`src/rtl/alu_arbiter.sv`:
```
// Round-robin sequencer sharing one combinational ALU between two requesters.
// Registers the winning request onto the ALU, captures result/flags, returns via per-port response handshake.
module alu_arbiter #(
  parameter int bus = 8
) (
  input  logic           clk,
  input  logic           rst_n,
  input  logic           req0_valid,
  input  logic           req1_valid,
  output logic           req0_ready,
  output logic           req1_ready,
  input  logic [bus-1:0] req0_a,
  input  logic [bus-1:0] req0_b,
  input  logic [3:0]     req0_op,
  input  logic [bus-1:0] req1_a,
  input  logic [bus-1:0] req1_b,
  input  logic [3:0]     req1_op,
  output logic           rsp0_valid,
  output logic           rsp1_valid,
  input  logic           rsp0_ready,
  input  logic           rsp1_ready,
  output logic [bus-1:0] rsp_result,
  output logic           rsp_zero,
  output logic           rsp_cout,
  output logic           rsp_overflow,
  output logic           rsp_negative,
  output logic [bus-1:0] alu_a,
  output logic [bus-1:0] alu_b,
  output logic [3:0]     alu_op,
  input  logic [bus-1:0] alu_sout,
  input  logic           alu_zero,
  input  logic           alu_cout,
  input  logic           alu_overflow,
  input  logic           alu_negative,
  output logic           busy,
  output logic           grant_id
);

  typedef enum logic [1:0] {
    IDLE = 2'd0,
    EXEC = 2'd1,
    RESP = 2'd2
  } state_t;

  state_t state;
  logic   last_grant;
  logic   rsp_taken;

  // On a tie the port that was not granted last wins; last_grant=1 favours port 0.
  always_comb begin
    req0_ready = 1'b0;
    req1_ready = 1'b0;
    if (state == IDLE) begin
      if (req0_valid && (!req1_valid || last_grant))
        req0_ready = 1'b1;
      else if (req1_valid)
        req1_ready = 1'b1;
    end
  end

  assign busy      = (state != IDLE);
  assign rsp_taken = grant_id ? rsp1_ready : rsp0_ready;

  always_ff @(posedge clk or negedge rst_n) begin
    if (!rst_n) begin
      state        <= IDLE;
      last_grant   <= 1'b1;
      grant_id     <= 1'b0;
      alu_a        <= '0;
      alu_b        <= '0;
      alu_op       <= '0;
      rsp_result   <= '0;
      rsp_zero     <= 1'b0;
      rsp_cout     <= 1'b0;
      rsp_overflow <= 1'b0;
      rsp_negative <= 1'b0;
      rsp0_valid   <= 1'b0;
      rsp1_valid   <= 1'b0;
    end else begin
      case (state)
        IDLE: begin
          if (req0_ready || req1_ready) begin
            alu_a      <= req1_ready ? req1_a  : req0_a;
            alu_b      <= req1_ready ? req1_b  : req0_b;
            alu_op     <= req1_ready ? req1_op : req0_op;
            grant_id   <= req1_ready;
            last_grant <= req1_ready;
            state      <= EXEC;
          end
        end
        EXEC: begin
          rsp_result   <= alu_sout;
          rsp_zero     <= alu_zero;
          rsp_cout     <= alu_cout;
          rsp_overflow <= alu_overflow;
          rsp_negative <= alu_negative;
          rsp0_valid   <= ~grant_id;
          rsp1_valid   <= grant_id;
          state        <= RESP;
        end
        RESP: begin
          if (rsp_taken) begin
            rsp0_valid <= 1'b0;
            rsp1_valid <= 1'b0;
            state      <= IDLE;
          end
        end
        default: state <= IDLE;
      endcase
    end
  end

endmodule

```
`config.mk`:
```
export PLATFORM = sky130hd
export DESIGN_NAME = alu_arbiter
export DESIGN_NICKNAME = d
export VERILOG_FILES = /design/src/rtl/alu_arbiter.sv
export SDC_FILE = /design/constraint.sdc
export NUM_CORES = 1
export LEC_CHECK = 0
export BUFFER_PORTS_ARGS = -buffer_cell sky130_fd_sc_hd__buf_4
export CAP_MARGIN = 25
export CORE_ASPECT_RATIO = 0.9
export CORE_MARGIN = 2
export CORE_UTILIZATION = 31
export DETAILED_ROUTE_END_ITERATION = 16
export GPL_TIMING_DRIVEN = 0
export HOLD_SLACK_MARGIN = 0.06
export PLACE_DENSITY = 0.67
export SYNTH_ARGS = -nofsm -noshare
export SYNTH_HDL_FRONTEND = slang
export SYNTH_SLANG_ARGS = --single-unit
```
`constraint.sdc`:
```
create_clock -name clk -period 1.17 [get_ports clk]
set_input_delay 0.234 -clock clk [delete_from_list [all_inputs] [get_ports clk]]
set_output_delay 0.234 -clock clk [all_outputs]
set_load 0.05 [all_outputs]
```
-- Yosys cells after proc, flatten, opt, wreduce, memory -nomap -nowiden
Cells that the tools add are included.
- equal/unequal tests: 4
- bitwise operators: 1
- reduce and logical (&&, ||, !) cells: 10
- muxes and demuxes: 15
- operator list (operator ; count):
    $mux 8 ; 2
    $mux 1 ; 7
    $pmux 2 s3 ; 1
    $reduce_and 2->1 ; 3
    $mux 2 ; 2
    $mux 4 ; 1
    $pmux 1 s2 ; 2
    $reduce_bool 2->1 ; 2
    $eq 2x1->1 const B ; 1
    $eq 2x2->1 const B ; 1
    $logic_not 2->1 ; 1
    $logic_or 1x1->1 ; 2
    $ne 2x1->1 const B ; 1
    $ne 2x2->1 const B ; 1
    $logic_and 1x1->1 ; 1
    $logic_not 1->1 ; 1
    $not 1->1 ; 1
- register bits: 38
- output and inout bits: 38

-- Depth between registers and ports, before layout
- word-level depth: 8
- depth in mapped cells: 5

-- Worst setup path after synthesis
Ideal clock, no wire load.
- path type: reg2out
- from: register state[1]
- to: output port req0_ready
- data required time: 936 ps
- buffers on the path: 0
- arrival time: 1434 ps
- setup slack: -498 ps
- stages on the path, launching flop included: 4
- cells stage by stage: dfrtp_1 nor2_2 nand2_1 a21oi_1
- word-level cells in the longest chain between the ends: 2
- ends and longest elaborated chain (element ; RTL line ; RTL):
    start, declared ; 45 ; state_t state;
    start signal, assigned ; 66 ; state <= IDLE;
    start signal, assigned ; 88 ; state <= EXEC;
    start signal, assigned ; 99 ; state <= RESP;
    $logic_not 2->1 ; 53 ; if (state == IDLE) begin
    $mux 1 ; 53 ;
    end, declared ; 10 ; output logic req0_ready,
Every way passes these cells.

-- Final worst setup path
- from: register state[1]
- to: output port req1_ready
- word-level cells in the longest chain between the ends: 2
- ends and longest elaborated chain (element ; RTL line ; RTL):
    $logic_not 2->1 ; 53 ;
    $mux 1 ; 53 ;
    end, declared ; 11 ; output logic req1_ready,
Every way passes these cells.

==> metrics <==
Initial DRT Pass Iterations 4; Area contributors post-synth dfrtp_1, o311ai_2, mux2_4; Detailed Route WL about 5700 µm; Synth top cells by count dfrtp_1, inv_1, nand3_1; CTS tree yes; Final HPWL DP approximately 3700 µm; Synth Warn # 0; die height between 70 and 80 µm; final worst-path cycle share 140%; GRT Total Usage 16.1%; post-route minimum period approximately 1600 ps; GP Congestion 0.655; Rel. slew slack roughly 55%; first-pass GRT wire length about 8700 µm; H-tree levels 2; failing checks negative setup slack; CTS Sinks 38; Post-synth EDFFs 0; Synthesized Nets ~230; Layout area overhead 75.7%; final net count 355; final number of hold-violating endpoints 0; clock skew 7.83 ps; worst slew pin tran 674 ps; share of layout cells above drive strength 1 between 60% and 70%; Synth cell types 28; remaining antenna violation count 0; FMAX roughly 600 MHz; Clk pin slew, worst setup/hold paths 80 ps; full die area between 0.007 and 0.008 mm²; Starting DRT DRC Count 48; final core occ about 57%; Peak VDD IR 1.37 mV; worst-path maximum fanout 4; Critical Path Start Type register; Seq cells post-synth 38; total power draw 11.4 mW; initial antenna violation count 0; Via density about 4.7; CTS buffer count 5; final max-slew violation count 0; synthesized area per cell 11.4 µm²; Lkg Pwr between 1.5 and 2 nW; Synth area leader dfrtp_1; Arr. time, crit path between 1000 and 1500 ps; DRC 0; CP required between 900 and 1000 ps; Netlist Area Pre-Place approximately 0.002 mm²; Post-synth ARST share 100%; number of global-route vias before repair ~1900; grt ovf 0; run status complete, but fails checks; core area between 0.006 and 0.007 mm²; CTS Buffer Depth 2; Initial Util between 30% and 40%; Rows 27; RSZ-0062 raised after global routing true; Setup Viol. Count Final 40; vias about 1800; clk_lat worst skew 290 ps; final worst slack -464 ps; post-synth top area share a little under half; nature of the critical path endpoint output pin; sequential share of the synthesized area about 48%; I/O Pins 96; filler cell count approximately 550; kind of critical path register to output pin; largest net degree at the start of global routing 39; number of max-cap violations 0; Hold Crit Class primary input to register; most frequent cell after synthesis dfrtp_1; Cells after Synth 173; IO buf count 95; Clock Root Buffer clkbuf_8; power per cell area about 3300 mW/mm²; Top FF cell, synth dfrtp_1; Die Width 88.0 µm; drt wl/cell 14.7 µm; ant diodes 0
==> report_power, final <==
part,switching [mW],internal [mW],leakage [nW],total [mW]
Sequential,0.442,2.03,0.448,2.47
Combinational,4.59,3.45,1.12,8.04
Clock,0.467,0.476,0.0482,0.943
Total,5.50,5.95,1.62,11.4
==> cell families (layout without fill, tap and decap cells) <==
group | count (synthesis) | after routing | synth area share (%)
mux | 12 | 12 | 8.58
compound gates | 51 | 51 | 25.1
simple gates | 33 | 33 | 9.02
flops | 38 | 38 | 48.3
buf+inv | 39 | 164 | 8.96
==> layout make-up <==
type                    instances  area [µm²]  share of cell area (%)
well taps                      87         109                    3.15
clock buffers                   7        86.3                    2.49
flip-flops and latches         38         956                    27.6
repair buffers                117         987                    28.5
multi-input cells              96        1070                    30.8
inverters                      25        93.8                    2.71
clock inverters                 1        5.00                   0.145
plain buffers                  14         156                    4.52
==> layout by cell type, fill, tap and decap left out, drive strengths merged <==
master,count
a21o,3
a21oi,3
a221oi,1
a31o,1
a31oi,1
and2,1
buf,123
bufbuf,1
clkbuf,13
clkinv,1
dfrtp,37
dfstp,1
dlygate4sd3,1
inv,25
mux2,12
nand2,3
nand2b,1
nand3,21
nand3b,1
nor2,3
nor2b,2
nor3b,1
o21ai,21
o221a,1
o311ai,20
==> per-layer routing <==
layer	part of all wire, %	track usage (%)
met4	0.90	3.94
met5	0	0
met2	51	28.4
met3	6.3	4.24
met1	41	19.6
==> stage by stage <==
| stage | setup TNS (ps) | std cells | setup slack [ps] | area, µm² | hold slack, ps |
|---|---|---|---|---|---|
| 2_1_floorplan | -2940 | 173 | -113 | 2000 | -61.6 |
| 3_3_place_gp | -7520 | 355 | -397 | 2820 | 236 |
| 3_5_place_dp | -7670 | 355 | -388 | 2820 | 238 |
| 4_1_cts | -11240 | 379 | -447 | 3250 | 122 |
| 5_1_grt | -14370 | 385 | -504 | 3460 | 149 |
| 6_report | -12720 | 385 | -464 | 3460 | 159 |
==> flip-flops by register name, summed over array words and instances, names as in the netlist <==
register / flops
alu_b: 8
grant_id: 1
rsp1_valid: 1
last_grant: 1
rsp0_valid: 1
rsp_overflow: 1
state: 2
rsp_cout: 1
rsp_zero: 1
rsp_result: 8
rsp_negative: 1
alu_a: 8
alu_op: 4
==> critical path, stage by stage (launching register included) <==
cell and delay [ps]:
dfrtp_2 470, nor3b_4 230, and2_4 190, buf_12 100, buf_12 120
==> timing repair <==
| item | in CTS | in global routing |
|---|---|---|
| pin swaps | 5 | 6 |
| endpoints found under the hold margin | 37 | 0 |
| gates resized for setup | 42 | 27 |
| gates cloned | 2 | 1 |
| setup buffers | 13 | 7 |
| hold buffers | 1 | 0 |
| endpoints found under the setup margin | 42 | 41 |
==> path summary, 6_finish.rpt <==
check / start / end / slack (ps) / depth (start not counted)
max in group asynchronous: rst_n / last_grant$_DFFE_PN1P_ / 340 / 2
setup reg to reg: last_grant$_DFFE_PN1P_ / alu_op[0]$_DFFE_PN0P_ / -440 / 7
setup / recovery: state[1]$_DFFE_PN0P_ / req1_ready / -460 / 4
min in group asynchronous: rst_n / rsp_result[5]$_DFFE_PN0P_ / 450 / 2
hold reg to reg: alu_a[4]$_DFFE_PN0P_ / alu_a[4]$_DFFE_PN0P_ / 510 / 2
hold / removal: req0_valid / last_grant$_DFFE_PN1P_ / 160 / 2
No activity file was read; power rests on OpenSTA's default activity.
